--- config.mk ---
export PLATFORM = sky130hd
export DESIGN_NAME = serial_adder_param
export DESIGN_NICKNAME = d
export VERILOG_FILES = /design/src/rtl/serial_adder_param.sv
export SDC_FILE = /design/constraint.sdc
export NUM_CORES = 1
export LEC_CHECK = 0
export ABC_AREA = 1
export ABC_CLOCK_PERIOD_IN_PS = 1200
export CAP_MARGIN = 20
export CORE_ASPECT_RATIO = 0.6
export CORE_MARGIN = 10
export CORE_UTILIZATION = 40
export DETAILED_ROUTE_END_ITERATION = 12
export GPL_ROUTABILITY_DRIVEN = 0
export GPL_TIMING_DRIVEN = 1
export HOLD_SLACK_MARGIN = 0.08
export PLACE_DENSITY = 0.73
export SETUP_SLACK_MARGIN = 0.3
export SLEW_MARGIN = 10
export SYNTH_ARGS = -nofsm -noshare
export SYNTH_HDL_FRONTEND = slang
export SYNTH_SLANG_ARGS = --single-unit
--- constraint.sdc ---
create_clock -name clk_i -period 1.2 [get_ports clk_i]
set_input_delay 0.36 -clock clk_i [delete_from_list [all_inputs] [get_ports clk_i]]
set_output_delay 0.36 -clock clk_i [all_outputs]
set_load 0.005 [all_outputs]
--- src/rtl/serial_adder_param.sv ---
// Bit-serial adder that sums BITS_PER_CYCLE bits per clock, LSB first, with valid/ready handshakes.
// Define SERIAL_ADDER_SUB_EN to add the sub_i port and subtract mode (a - b - borrow-in).
module serial_adder_param #(
    parameter int WIDTH          = 8,
    parameter int BITS_PER_CYCLE = 1
) (
    input  logic             clk_i,
    input  logic             rst_ni,
    input  logic             in_valid_i,
    output logic             in_ready_o,
    input  logic [WIDTH-1:0] a_i,
    input  logic [WIDTH-1:0] b_i,
    input  logic             c_i,
`ifdef SERIAL_ADDER_SUB_EN
    input  logic             sub_i,
`endif
    output logic             out_valid_o,
    input  logic             out_ready_i,
    output logic [WIDTH-1:0] sum_o,
    output logic             c_o,
    output logic             busy_o
);

    localparam int N     = WIDTH / BITS_PER_CYCLE;
    localparam int CNT_W = $clog2(N + 1);

    generate
        if (WIDTH < 2 || BITS_PER_CYCLE < 1 || (WIDTH % BITS_PER_CYCLE) != 0) begin : g_bad_cfg
            $error("serial_adder_param: BITS_PER_CYCLE must divide WIDTH and WIDTH must be >= 2");
        end
    endgenerate

    typedef enum logic [1:0] {
        IDLE,
        SHIFT,
        DONE
    } state_t;

    state_t                    state;
    state_t                    state_next;
    logic [CNT_W-1:0]          count;
    logic [WIDTH-1:0]          a_sr;
    logic [WIDTH-1:0]          b_sr;
    logic [WIDTH-1:0]          sum_sr;
    logic                      carry;
    logic [BITS_PER_CYCLE-1:0] chain_sum;
    logic [BITS_PER_CYCLE:0]   chain_c;
    logic [WIDTH-1:0]          a_shift;
    logic [WIDTH-1:0]          b_shift;
    logic [WIDTH-1:0]          sum_shift;
    logic [WIDTH-1:0]          b_load;
    logic                      c_load;
    logic                      last_shift;

    // Subtraction reuses the adder: a + ~b + ~borrow_in equals a - b - borrow_in.
`ifdef SERIAL_ADDER_SUB_EN
    assign b_load = sub_i ? ~b_i : b_i;
    assign c_load = sub_i ? ~c_i : c_i;
`else
    assign b_load = b_i;
    assign c_load = c_i;
`endif

    always_comb begin
        chain_sum  = '0;
        chain_c    = '0;
        chain_c[0] = carry;
        for (int i = 0; i < BITS_PER_CYCLE; i++) begin
            chain_sum[i]   = a_sr[i] ^ b_sr[i] ^ chain_c[i];
            chain_c[i+1]   = (a_sr[i] & b_sr[i]) | (chain_c[i] & (a_sr[i] ^ b_sr[i]));
        end
        a_shift   = a_sr >> BITS_PER_CYCLE;
        b_shift   = b_sr >> BITS_PER_CYCLE;
        sum_shift = sum_sr >> BITS_PER_CYCLE;
        sum_shift[WIDTH-1 -: BITS_PER_CYCLE] = chain_sum;
    end

    assign last_shift = (state == SHIFT) && (count == CNT_W'(N - 1));

    always_comb begin
        state_next = state;
        case (state)
            IDLE:    if (in_valid_i) state_next = SHIFT;
            SHIFT:   if (last_shift) state_next = DONE;
            DONE:    if (out_ready_i) state_next = IDLE;
            default: state_next = IDLE;
        endcase
    end

    // Result outputs are only written on the final shift so they stay stable outside DONE entry.
    always_ff @(posedge clk_i) begin
        if (!rst_ni) begin
            state  <= IDLE;
            count  <= '0;
            a_sr   <= '0;
            b_sr   <= '0;
            sum_sr <= '0;
            carry  <= 1'b0;
            sum_o  <= '0;
            c_o    <= 1'b0;
        end else begin
            state <= state_next;
            case (state)
                IDLE: begin
                    if (in_valid_i) begin
                        a_sr   <= a_i;
                        b_sr   <= b_load;
                        carry  <= c_load;
                        count  <= '0;
                        sum_sr <= '0;
                    end
                end
                SHIFT: begin
                    a_sr   <= a_shift;
                    b_sr   <= b_shift;
                    sum_sr <= sum_shift;
                    carry  <= chain_c[BITS_PER_CYCLE];
                    count  <= count + 1'b1;
                    if (last_shift) begin
                        sum_o <= sum_shift;
                        c_o   <= chain_c[BITS_PER_CYCLE];
                    end
                end
                default: ;
            endcase
        end
    end

    assign in_ready_o  = (state == IDLE);
    assign out_valid_o = (state == DONE);
    assign busy_o      = (state != IDLE);

endmodule

## Word level (Yosys, flattened, before mapping)

Cells that the tools add are included.

- $add $sub $neg: 1
- Multiply operators: 0
- Div/mod/pow operators: 0
- Order comparisons: 0
- Eq/ne operators: 6
- Shift operators: 0
- Mux-type cells: 14
- Bitwise operators: 5
- Reduce and logical (&&, ||, !) cells: 7

Operator list:

| kind | number |
|---|---|
| one-hot mux 8 bit (2 select lines) | 3 |
| 2-to-1 mux 8 bit | 3 |
| one-hot mux 4 bit (2 select lines) | 1 |
| 2-to-1 mux 2 bit | 3 |
| one-hot mux 2 bit (3 select lines) | 1 |
| adder 4 x 1 -> 4 bit, second input constant | 1 |
| == test 4 x 3 -> 1 bit, second input constant | 1 |
| 2-to-1 mux 4 bit | 1 |
| != test 2 bit, second input constant | 2 |
| AND reduction 2 bit | 2 |
| nonzero test 2 bit | 2 |
| AND reduction 3 bit | 1 |
| AND 1 bit | 2 |
| == test 2 x 1 -> 1 bit, second input constant | 1 |
| == test 2 bit, second input constant | 1 |
| zero test 2 bit | 1 |
| != test 2 x 1 -> 1 bit, second input constant | 1 |
| one-hot mux 1 bit (2 select lines) | 1 |
| XOR 1 bit | 2 |
| logical AND 1 bit | 1 |
| 2-to-1 mux 1 bit | 1 |
| OR 1 bit | 1 |

- Register bits after elaboration: 40
- Latch bits: 0
- Bits in writable memories: 0
- ROM bits: 0
- Bits of input ports: 21
- Output and inout port bits: 12
- Word-level logic and storage cells: 41
- Memories kept: 0

## Logic depth before layout (Yosys ltp)

Gate-level depths: netlist of the first run.

- Depth in word-level cells: 4
- Depth in mapped cells: 7

## Least setup slack after synthesis of the first run

No wires, ideal clock.

- Path kind: register to register
- Start: register count[0]
- End: register state[0]
- Arrival: 1.040 ns
- Setup slack: 0.045 ns
- Stages on the path, launching flop included: 7
- Buffers on the path: 1
- Clock period less this slack: 1.155 ns
- Cell sequence: dfxtp_1 > ha_1 > nand2_1 > nor2_1 > buf_2 > nor2_1 > o21a_1

- Word-level cells in the longest chain between the ends: 4

RTL lines:

| element | line | source |
|---|---|---|
| start, declared | 41 | `logic [CNT_W-1:0] count;` |
| start signal, assigned | 118 | `count <= count + 1'b1;` |
| == test 4 x 3 -> 1 bit | 78 | `assign last_shift = (state == SHIFT) && (count == CNT_W'(N - 1));` |
| logical AND 1 bit | 78 |  |
| != test 2 bit (no source line) | -- |  |
| AND reduction 3 bit (no source line) | -- |  |
| end signal, assigned | 102 | `state <= state_next;` |
| end, declared | 39 | `state_t state;` |

Every way passes these cells.
A chain may end at the register's enable or synchronous reset.

## Worst setup path in the final report of the first run

- Start: register state[1]
- End: output in_ready_o

- Word-level cells in the longest chain between the ends: 1

RTL lines:

| element | line | source |
|---|---|---|
| zero test 2 bit | 129 | `assign in_ready_o = (state == IDLE);` |
| end, declared | 10 | `output logic in_ready_o,` |

Every way passes these cells.

==> results of run 1 <==
sequential cells by signal, indices dropped and copies added, names as in the netlist:
signal  count
c_o         1
sum_o       8
state       2
a_sr        8
carry       1
sum_sr      7
count       4
b_sr        8
power breakdown:
| group | switching [mW] | leakage, nW | internal (mW) |
|---|---|---|---|
| logic | 0.324 | 0.988 | 0.338 |
| clock network | 0.493 | 0.0563 | 0.536 |
| registers | 0.0425 | 0.325 | 1.34 |
| total | 0.860 | 1.37 | 2.21 |
cell usage after synthesis:
master	instances	area [µm²]
inv_2	2	7.51
nand3_1	22	110
dfxtp_1	39	781
nand2_1	67	251
o21ai_0	2	10.0
nand3b_1	9	67.6
buf_2	5	25.0
a21oi_1	13	65.1
buf_4	3	22.5
nand2_4	1	11.3
ha_1	1	12.5
inv_1	21	78.8
buf_6	2	22.5
o21a_1	1	7.51
fa_1	1	20.0
nand2_2	2	12.5
clkinv_1	1	3.75
nor2_1	64	240
clkbuf_1	3	11.3
nor2_4	1	11.3
per-stage QoR:
stage / instances / setup TNS [ps] / hold slack [ps] / worst slack (ps)
floorplan: 260 / 0 / 438 / 66.3
global placement: 358 / -11230 / 450 / -378
detailed placement: 358 / -12210 / 455 / -404
CTS: 381 / -3740 / 465 / -189
global route: 385 / -6210 / 497 / -236
finish: 385 / -4030 / 473 / -197
logic make-up after synthesis:
| family | count (synthesis) | share of synthesized area |
|---|---|---|
| compound gates | 16 | 0.0466 |
| fa+ha+maj | 2 | 0.0184 |
| buf+inv | 37 | 0.0967 |
| flops | 39 | 0.441 |
| simple gates | 166 | 0.398 |
routing by layer:
metal  up-vias  part of all wire  wire length (µm)
li1        936                 -                 -
met1       871              0.46              2690
met2        58              0.47              2770
met3         9             0.057               336
met4         0             0.014                81
met5         -                 0                 0
worst min-delay path, delay by kind of cell, from the launching register on:
kind	cells	cell delay, ps
DFF	1	320
and+or+nand+nor	2	120
worst max path at each step:
| stage | slack (ps) | to | from |
|---|---|---|---|
| after floorplan | 70 | sum_o[7]$_SDFFE_PN0P_ | carry$_SDFFE_PN0P_ |
| after global placement | -380 | sum_sr[2]$_SDFFE_PN0P_ | in_valid_i |
| after detailed placement | -400 | sum_sr[2]$_SDFFE_PN0P_ | in_valid_i |
| after CTS | -190 | in_ready_o | state[0]$_SDFFE_PN0P_ |
| after global routing | -240 | sum_o[1]$_SDFFE_PN0P_ | state[0]$_SDFFE_PN0P_ |
| final | -200 | in_ready_o | state[1]$_SDFFE_PN0P_ |
timing repair:
item,CTS,global route
pin swaps,13,48
setup endpoints to repair,51,51
resized for setup,89,77
buffers inserted,8,3
gates cloned,7,1
layout make-up:
type	instances	share of cell area
Timing Repair Buffer	67	0.242
Sequential cell	39	0.269
Tap cell	60	0.0251
Clock inverter	2	0.00461
Timing Repair inverter	2	0.00670
Inverter	24	0.0377
Clock buffer	6	0.0314
Multi-Input combinational cell	185	0.384
==> results.py, run 1 <==
metrics = {
    "finish": {
        "finish.net_count": 347,
        "mostFrequentLayoutCell": "nor2_1",
        "flow.area_growth_from_synthesis_pct": 68.6,
        "final_cell_mix": "nor2_1 (57), nand2_1 (32), dfxtp_1 (25)",
        "postLayoutCellArea_mm2": 0.00299,
        "insertedDiodeCount": 0,
        "final.fill_count": 316,
        "post-route-util": 0.713,
        "drive_above_1_share": 0.425,
        "seq_area_um2": 803,
        "multiInputGateArea_mm2": 0.00115,
    },
    "pwr": {
        "power_per_cell_area_mw_per_mm2": 1030,
        "power.total_mw": 3.07,
        "vdd_ir_drop_max_mv": 0.810,
        "power.static_leakage_nw": 1.37,
    },
    "clock_tree": {
        "cts-root-to-sink-buffers": 2,
        "tritoncts": "built",
        "worstSkewPairLatency_ps": 300,
        "clkSinkCount": 39,
        "cts_htree_levels": 2,
        "cts.reportedPaths.clkPinSlew_ps": 70,
        "clk_root_buffer_cell": "clkbuf_8",
        "hold_fix_buffer_count_after_cts": 0,
        "cts_made_buffers": 5,
    },
    "drt": {
        "drtAntennaViolNets": 0,
        "final_routed_wirelength_um": 5880,
        "vias": 1874,
        "drc": 0,
        "drt_pass1_iterations": 4,
        "drt_iter0_drc": 106,
        "wire_per_inst_um": 15.3,
        "vias_per_cell": 4.87,
    },
    "timing": {
        "tightestPinTransition_ps": 233,
        "fin_worst_skew_ps": 11.1,
        "slew_violations": 0,
        "fin_crit_sh": 1.16,
        "timing.final.hold_violations": 0,
        "rsz_0062_raised_after_global_routing": "yes",
        "report.final.setup_viol": 41,
        "fin_crit_ps": 1400,
        "worst_slew_margin_rel": 0.843,
        "achievable-frequency_mhz": 716,
        "post_route_worst_setup_slack_ps": -197,
    },
    "placement": {
        "numPortBuffers": 32,
        "dpl_cell_area_mm2": 0.00231,
        "detailedPlacementHpwl_um": 3110,
    },
    "grt": {
        "groute.usage.overall": 0.136,
        "gr-usage-met3": 0.0429,
        "grt_max_degree": 25,
        "grt.met1_usage": 0.176,
        "via_count_of_the_first_global_routing_pass": 1708,
        "grt_first_pass_wirelength_um": 8410,
        "grt_remaining_overflow": 0,
        "antenna_violations_before_repair": 0,
        "grtUsageMet2": 0.212,
        "global_route.peak_usage_layer": "met2",
    },
    "critical_path": {
        "r2r_setup_slack_ps": -170,
        "critical_path.cell_chain": "nor2_4 -> buf_6 -> buf_6",
        "critical_path_cell_count": 3,
        "timing.reg2reg.worst_path_depth": 9,
        "rr_endpoint": "sum_o[1]$_SDFFE_PN0P_",
        "cpMostUsedCell": "buf_6",
        "worstSetupEndpointType": "output port",
        "path_class": "flip-flop to output port",
        "critical-path-top-delay-family": "flip-flops",
        "data_arrival_at_the_endpoint_of_the_critical_path_ps": 1040,
        "required_ps": 840,
        "worstReg2RegStart": "state[0]$_SDFFE_PN0P_",
        "crit_path_max_fanout": 3,
        "worst_path_max_delay_cell": "dfxtp_4",
        "timing.critical_path.slowest_cell_delay_ps": 370,
        "cp_num_buf_inv": 2,
        "cp-start-kind": "flip-flop",
    },
    "floorplanning": {
        "start_util": 0.423,
        "die_area_mm2": 0.00758,
        "dieHeight_um": 71.6,
        "core_region_area_mm2": 0.00419,
        "rows": 18,
        "chipWidth_um": 106,
        "ioPinCount": 33,
    },
    "synth": {
        "yosys_register_bits": 39,
        "synth-warning-count": 0,
        "total_standard_cell_area_after_synthesis_mm2": 0.00177,
        "synthCells": 260,
        "synth_nets": 283,
        "synth_area_per_cell_um2": 6.81,
        "synth.lib_cells_used.distinct": 20,
        "synth_sequential_area_ratio": 0.441,
    },
    "job": {
        "timing.max_cap.violations": 0,
    },
    "run_status": {
        "status": "finished, violations left",
        "failed_checks": "setup timing",
    },
    "worst_hold_path": {
        "hp-start": "sum_o[0]$_SDFFE_PN0P_",
        "hold_path.class": "flip-flop to flip-flop",
        "worstHoldEndpoint": "sum_o[0]$_SDFFE_PN0P_",
        "whs_path_depth": 2,
    },
}
Power figures use the tool's default switching activity.
==> inputs of run 2 (changes only) <==
Settings changed: CORE_UTILIZATION 40 to 46, PLACE_DENSITY 0.73 to 0.82.
==> run 2 against run 1 <==
Net effect: the flow still finishes with violations (setup timing); register-to-register slack better by 30 ps; worst hold slack got worse by 19 ps; global-route usage is 1.1 points higher; first-iteration DRC count rose by 25%; clock-buffer cell count down 1; sequential power barely moved; critical path type unchanged.
==> results.py, run 2 (synthesized netlist as in run 1, its figures left out) <==
metrics = {
    "run_status": {
        "status": "finished, violations left",
        "failed_checks": "setup timing",
    },
    "grt": {
        "grt_max_degree": 19,
        "grt_remaining_overflow": 0,
        "grt_first_pass_wirelength_um": 7850,
        "groute.usage.overall": 0.147,
        "antenna_violations_before_repair": 0,
        "via_count_of_the_first_global_routing_pass": 1624,
    },
    "timing": {
        "timing.final.hold_violations": 0,
        "slew_violations": 0,
        "rsz_0062_raised_after_global_routing": "yes",
        "worst_slew_margin_rel": 0.796,
        "setup_tns_ps": -2070,
        "fin_crit_sh": 1.16,
        "tightestPinTransition_ps": 303,
        "achievable-frequency_mhz": 720,
        "report.final.setup_viol": 34,
        "fin_crit_ps": 1390,
        "fin_worst_skew_ps": 10.2,
        "post_route_worst_setup_slack_ps": -189,
    },
    "finish": {
        "mostFrequentLayoutCell": "nand2_1",
        "finish.net_count": 337,
        "biggest_registers_after_layout": "a_sr (8), b_sr (8), sum_o (8)",
        "drive_above_1_share": 0.260,
        "post-route-util": 0.701,
        "final_instance_count_without_filler_cells": 362,
        "flow.area_growth_from_synthesis_pct": 45.7,
        "insertedDiodeCount": 0,
        "final_cell_mix": "nand2_1 (65), nor2_1 (60), dfxtp_1 (25)",
    },
    "critical_path": {
        "path_class": "flip-flop to output port",
        "worstSetupEndpointType": "output port",
        "timing.reg2reg.worst_path_depth": 8,
        "worstReg2RegStart": "state[0]$_SDFFE_PN0P_",
        "crit_path_max_fanout": 4,
        "rr_endpoint": "sum_o[1]$_SDFFE_PN0P_",
        "timing.critical_path.from": "state[0]$_SDFFE_PN0P_",
        "r2r_setup_slack_ps": -140,
        "cp-start-kind": "flip-flop",
        "data_arrival_at_the_endpoint_of_the_critical_path_ps": 1030,
        "required_ps": 840,
        "crit_end": "busy_o",
    },
    "job": {
        "timing.max_cap.violations": 0,
    },
    "pwr": {
        "vdd_ir_drop_max_mv": 0.791,
        "power.static_leakage_nw": 1.11,
        "power_per_cell_area_mw_per_mm2": 1080,
    },
    "drt": {
        "drc": 0,
        "wire_per_inst_um": 13.4,
        "drtAntennaViolNets": 0,
        "drt_iter0_drc": 132,
        "drt_pass1_iterations": 7,
        "vias": 1792,
        "vias_per_cell": 4.95,
        "final_routed_wirelength_um": 4850,
    },
    "placement": {
        "numPortBuffers": 32,
        "pre_cts_setup_slack_ps": -424,
        "detailedPlacementHpwl_um": 3180,
        "placed_cells": 344,
    },
    "worst_hold_path": {
        "hold_path.class": "flip-flop to flip-flop",
    },
    "floorplanning": {
        "chipWidth_um": 100,
        "ioPinCount": 33,
        "dieHeight_um": 68.1,
        "core_region_area_mm2": 0.00368,
        "die_area_mm2": 0.00682,
        "start_util": 0.481,
        "rows": 17,
    },
    "clock_tree": {
        "worstSkewPairLatency_ps": 300,
        "cts_htree_levels": 2,
        "cts_made_buffers": 5,
        "cts.reportedPaths.clkPinSlew_ps": 70,
        "clkSinkCount": 39,
        "cts-root-to-sink-buffers": 2,
        "tritoncts": "built",
        "clk_root_buffer_cell": "clkbuf_8",
    },
}
[run 2: cell count changes in the layout (fill, tap and decap cells not counted), moves of 2 or more]
cell,before,now
a21oi_1,2,9
a21oi_2,10,4
buf_2,4,2
buf_6,21,16
clkbuf_16,2,0
clkinv_4,3,0
nand2_1,32,65
nand2_2,21,2
nand2_4,14,1
nand3_1,20,22
nand3_2,2,0
nor2_1,57,60
nor2_2,3,1
[run 2: worst min path at each step]
| stage | cells after the start | to | from |
|---|---|---|---|
| 2_1_floorplan | 2 | sum_sr[1]$_SDFFE_PN0P_ | sum_sr[1]$_SDFFE_PN0P_ |
| 6_report | 2 | sum_sr[1]$_SDFFE_PN0P_ | sum_sr[1]$_SDFFE_PN0P_ |
| 3_3_place_gp | 2 | b_sr[7]$_SDFFE_PN0P_ | b_sr[7]$_SDFFE_PN0P_ |
| 5_1_grt | 2 | sum_sr[1]$_SDFFE_PN0P_ | sum_sr[1]$_SDFFE_PN0P_ |
| 4_1_cts | 2 | sum_sr[1]$_SDFFE_PN0P_ | sum_sr[1]$_SDFFE_PN0P_ |
| 3_5_place_dp | 2 | sum_sr[1]$_SDFFE_PN0P_ | sum_sr[1]$_SDFFE_PN0P_ |
[run 2: routing by layer]
| metal | GRT usage | part of all wire | vias to the layer above |
|---|---|---|---|
| met1 | 0.190 | 0.46 | 812 |
| met2 | 0.221 | 0.44 | 61 |
| met4 | 0.0667 | 0.016 | 0 |
| met5 | 0 | 0 | - |
| li1 | - | - | 911 |
| met3 | 0.0482 | 0.084 | 8 |
[run 2: final cells by class]
class / instances / area (µm²)
timing repair buffer: 58 / 592
timing repair inverter: 1 / 11.3
sequential: 39 / 803
multi-input combinational: 185 / 925
inverter: 24 / 104
clock inverter: 3 / 18.8
fill: 298 / 1100
clock buffer: 5 / 68.8
tap: 47 / 58.8
[run 2: stage by stage]
step	power, mW	instance area [µm²]	hold slack (ps)
final	2.78	2580	455
after global routing	2.90	2580	468
after floorplan	1.66	1890	438
after detailed placement	1.81	2290	448
after CTS	2.77	2500	456
after global placement	1.80	2290	451
[run 2: worst max-delay path: stages (launching register included)]
cell	delay [ps]
dfxtp_4	370
nor2_4	120
buf_12	120
inv_4	30
buf_6	100
[run 2: repair_timing]
item / 4_1_cts / 5_1_grt
pin swaps: 2 / 5
setup buffers: 7 / 0
hold buffers: 0 / 0
gates cloned: 3 / 0
resized for setup: 78 / 15
endpoints found under the setup margin: 51 / 51
[run 2: where the power goes]
group / internal (mW) / switching [mW] / leakage (nW)
clock: 0.406 / 0.493 / 0.0445
combinational: 0.254 / 0.254 / 0.741
sequential: 1.34 / 0.0328 / 0.325
total: 2.00 / 0.779 / 1.11
==> inputs of run 3 (changes only) <==
Settings changed: REMOVE_ABC_BUFFERS from default to 1.
==> run 3 against run 2 <==
Net effect: the run still ends with setup timing left; core utilization is 8.2 points higher; sequential share of layout area decreased by 3.5 points; sequential power barely moved; combinational power rose by 30%; worst setup slack worse by 69 ps; clock-buffer cell count up 1.
==> results.py, run 3 (synthesized netlist as in run 1, its figures left out) <==
metrics = {
    "critical_path": {
        "worst_path_max_delay_cell": "dfxtp_2",
        "crit_path_max_fanout": 7,
        "worstSetupEndpointType": "flip-flop",
        "rr_endpoint": "sum_o[7]$_SDFFE_PN0P_",
        "data_arrival_at_the_endpoint_of_the_critical_path_ps": 1660,
        "required_ps": 1400,
        "path_class": "flip-flop to flip-flop",
        "worstReg2RegStart": "state[1]$_SDFFE_PN0P_",
        "timing.critical_path.slowest_cell_delay_ps": 330,
        "critical_path.cell_chain": "buf_6 -> buf_6 -> nor2_4 -> buf_6 -> buf_6 -> buf_12 -> buf_16 -> nand3b_1 -> nand2_1 -> nor2_1",
        "cpMostUsedCell": "buf_6",
        "r2r_setup_slack_ps": -260,
        "cp-start-kind": "flip-flop",
        "crit_end": "sum_o[7]$_SDFFE_PN0P_",
        "timing.critical_path.from": "state[1]$_SDFFE_PN0P_",
        "timing.reg2reg.worst_path_depth": 10,
    },
    "worst_hold_path": {
        "hold_path.class": "flip-flop to flip-flop",
    },
    "placement": {
        "numPortBuffers": 32,
        "placed_cells": 347,
        "detailedPlacementHpwl_um": 2960,
    },
    "run_status": {
        "failed_checks": "setup timing",
        "status": "finished, violations left",
    },
    "finish": {
        "final_cell_mix": "nor2_1 (61), nand2_1 (57), dfxtp_1 (28)",
        "drive_above_1_share": 0.325,
        "flow.area_growth_from_synthesis_pct": 62.6,
        "final_instance_count_without_filler_cells": 376,
        "finish.net_count": 351,
        "insertedDiodeCount": 0,
        "biggest_registers_after_layout": "a_sr (8), b_sr (8), sum_o (8)",
        "seq_area_um2": 795,
        "mostFrequentLayoutCell": "nor2_1",
        "final.fill_count": 242,
        "multiInputGateArea_um2": 1000,
    },
    "floorplanning": {
        "dieHeight_um": 68.1,
        "ioPinCount": 33,
        "die_area_mm2": 0.00682,
        "core_region_area_mm2": 0.00368,
        "chipWidth_um": 100,
        "rows": 17,
        "start_util": 0.481,
    },
    "grt": {
        "grt_remaining_overflow": 0,
        "via_count_of_the_first_global_routing_pass": 1789,
        "grt_max_degree": 19,
        "antenna_violations_before_repair": 0,
        "grt_first_pass_wirelength_um": 8610,
        "groute.usage.overall": 0.162,
    },
    "pwr": {
        "vdd_ir_drop_max_mv": 0.807,
        "power.static_leakage_nw": 1.32,
        "power_per_cell_area_mw_per_mm2": 1110,
    },
    "drt": {
        "wire_per_inst_um": 15.9,
        "vias_per_cell": 5.07,
        "drt_iter0_drc": 148,
        "drt_pass1_iterations": 4,
        "vias": 1906,
        "drtAntennaViolNets": 0,
        "final_routed_wirelength_um": 6000,
        "drc": 0,
    },
    "timing": {
        "timing.final.hold_violations": 0,
        "fin_crit_ps": 1460,
        "slew_violations": 0,
        "post_route_worst_setup_slack_ps": -257,
        "fin_worst_skew_ps": 6.80,
        "hold_ws_ps": 471,
        "setup_tns_ps": -5690,
        "tightestPinTransition_ps": 262,
        "report.final.setup_viol": 40,
        "fin_crit_sh": 1.21,
        "achievable-frequency_mhz": 686,
        "rsz_0062_raised_after_global_routing": "yes",
        "worst_slew_margin_rel": 0.824,
    },
    "clock_tree": {
        "worstSkewPairLatency_ps": 300,
        "cts.reportedPaths.clkPinSlew_ps": 80,
        "clk_root_buffer_cell": "clkbuf_8",
        "cts-root-to-sink-buffers": 2,
        "clkSinkCount": 39,
        "cts_htree_levels": 2,
        "cts_made_buffers": 5,
        "tritoncts": "built",
        "hold_fix_buffer_count_after_cts": 0,
    },
    "job": {
        "timing.max_cap.violations": 0,
    },
}
-- run 3: cell count changes in the layout (fill, tap and decap cells not counted), moves of 4 or more --
cell	previous run	this run
buf_6	16	20
a21oi_1	9	2
nand2_1	65	57
a21oi_2	4	11
nand2_4	1	8
-- run 3: layout make-up --
class                           count  area share
Sequential cell                    39       0.276
Multi-Input combinational cell    185       0.347
Tap cell                           47      0.0204
Timing Repair inverter              1     0.00217
Inverter                           24      0.0365
Timing Repair Buffer               72       0.277
Clock inverter                      2      0.0122
Clock buffer                        6      0.0287
-- run 3: worst max-delay path: cells and delay by family (launching register included) --
kind / cells / cell delay, ps
AND/OR/NAND/NOR: 4 / 370
buffers and inverters: 6 / 660
flip-flops: 1 / 330
-- run 3: per-layer routing --
| metal | wire length [µm] | vias up | track usage | share of wire |
|---|---|---|---|---|
| met2 | 2740 | 86 | 0.256 | 0.46 |
| li1 | - | 938 | - | - |
| met4 | 148 | 0 | 0.0754 | 0.025 |
| met1 | 2490 | 864 | 0.204 | 0.42 |
| met5 | 0 | - | 0 | 0 |
| met3 | 620 | 18 | 0.0442 | 0.10 |
-- run 3: report_power, final --
| group | leakage [nW] | total, mW | internal, mW | switching (mW) |
|---|---|---|---|---|
| Sequential | 0.323 | 1.37 | 1.34 | 0.0309 |
| Combinational | 0.933 | 0.661 | 0.347 | 0.314 |
| Clock | 0.0612 | 1.16 | 0.673 | 0.488 |
| Total | 1.32 | 3.19 | 2.36 | 0.833 |
-- run 3: worst min path at each step --
stage	start	to	slack [ps]	cells past startpoint
finish	sum_o[1]$_SDFFE_PN0P_	sum_o[1]$_SDFFE_PN0P_	470	2
global route	b_sr[7]$_SDFFE_PN0P_	b_sr[7]$_SDFFE_PN0P_	490	2
CTS	a_sr[7]$_SDFFE_PN0P_	a_sr[7]$_SDFFE_PN0P_	460	2
detailed placement	a_sr[7]$_SDFFE_PN0P_	a_sr[7]$_SDFFE_PN0P_	460	2
global placement	a_sr[7]$_SDFFE_PN0P_	a_sr[7]$_SDFFE_PN0P_	450	2
floorplan	sum_sr[1]$_SDFFE_PN0P_	sum_sr[1]$_SDFFE_PN0P_	440	2
-- run 3: per-stage QoR --
stage	power, mW	util	cell area, µm²	setup slack [ps]
after floorplan	1.58	-	1690	-273
after global placement	1.79	0.612	2250	-281
after detailed placement	1.80	0.612	2250	-307
after CTS	3.09	0.728	2680	-177
after global routing	3.32	0.783	2880	-314
final	3.19	0.783	2880	-257
-- run 3: what timing repair did --
action | 4_1_cts | 5_1_grt
hold endpoints to repair | 0 | 0
pin swaps | 10 | 14
setup endpoints to repair | 51 | 51
cloned | 6 | 1
resized for setup | 102 | 36
setup buffers | 10 | 4
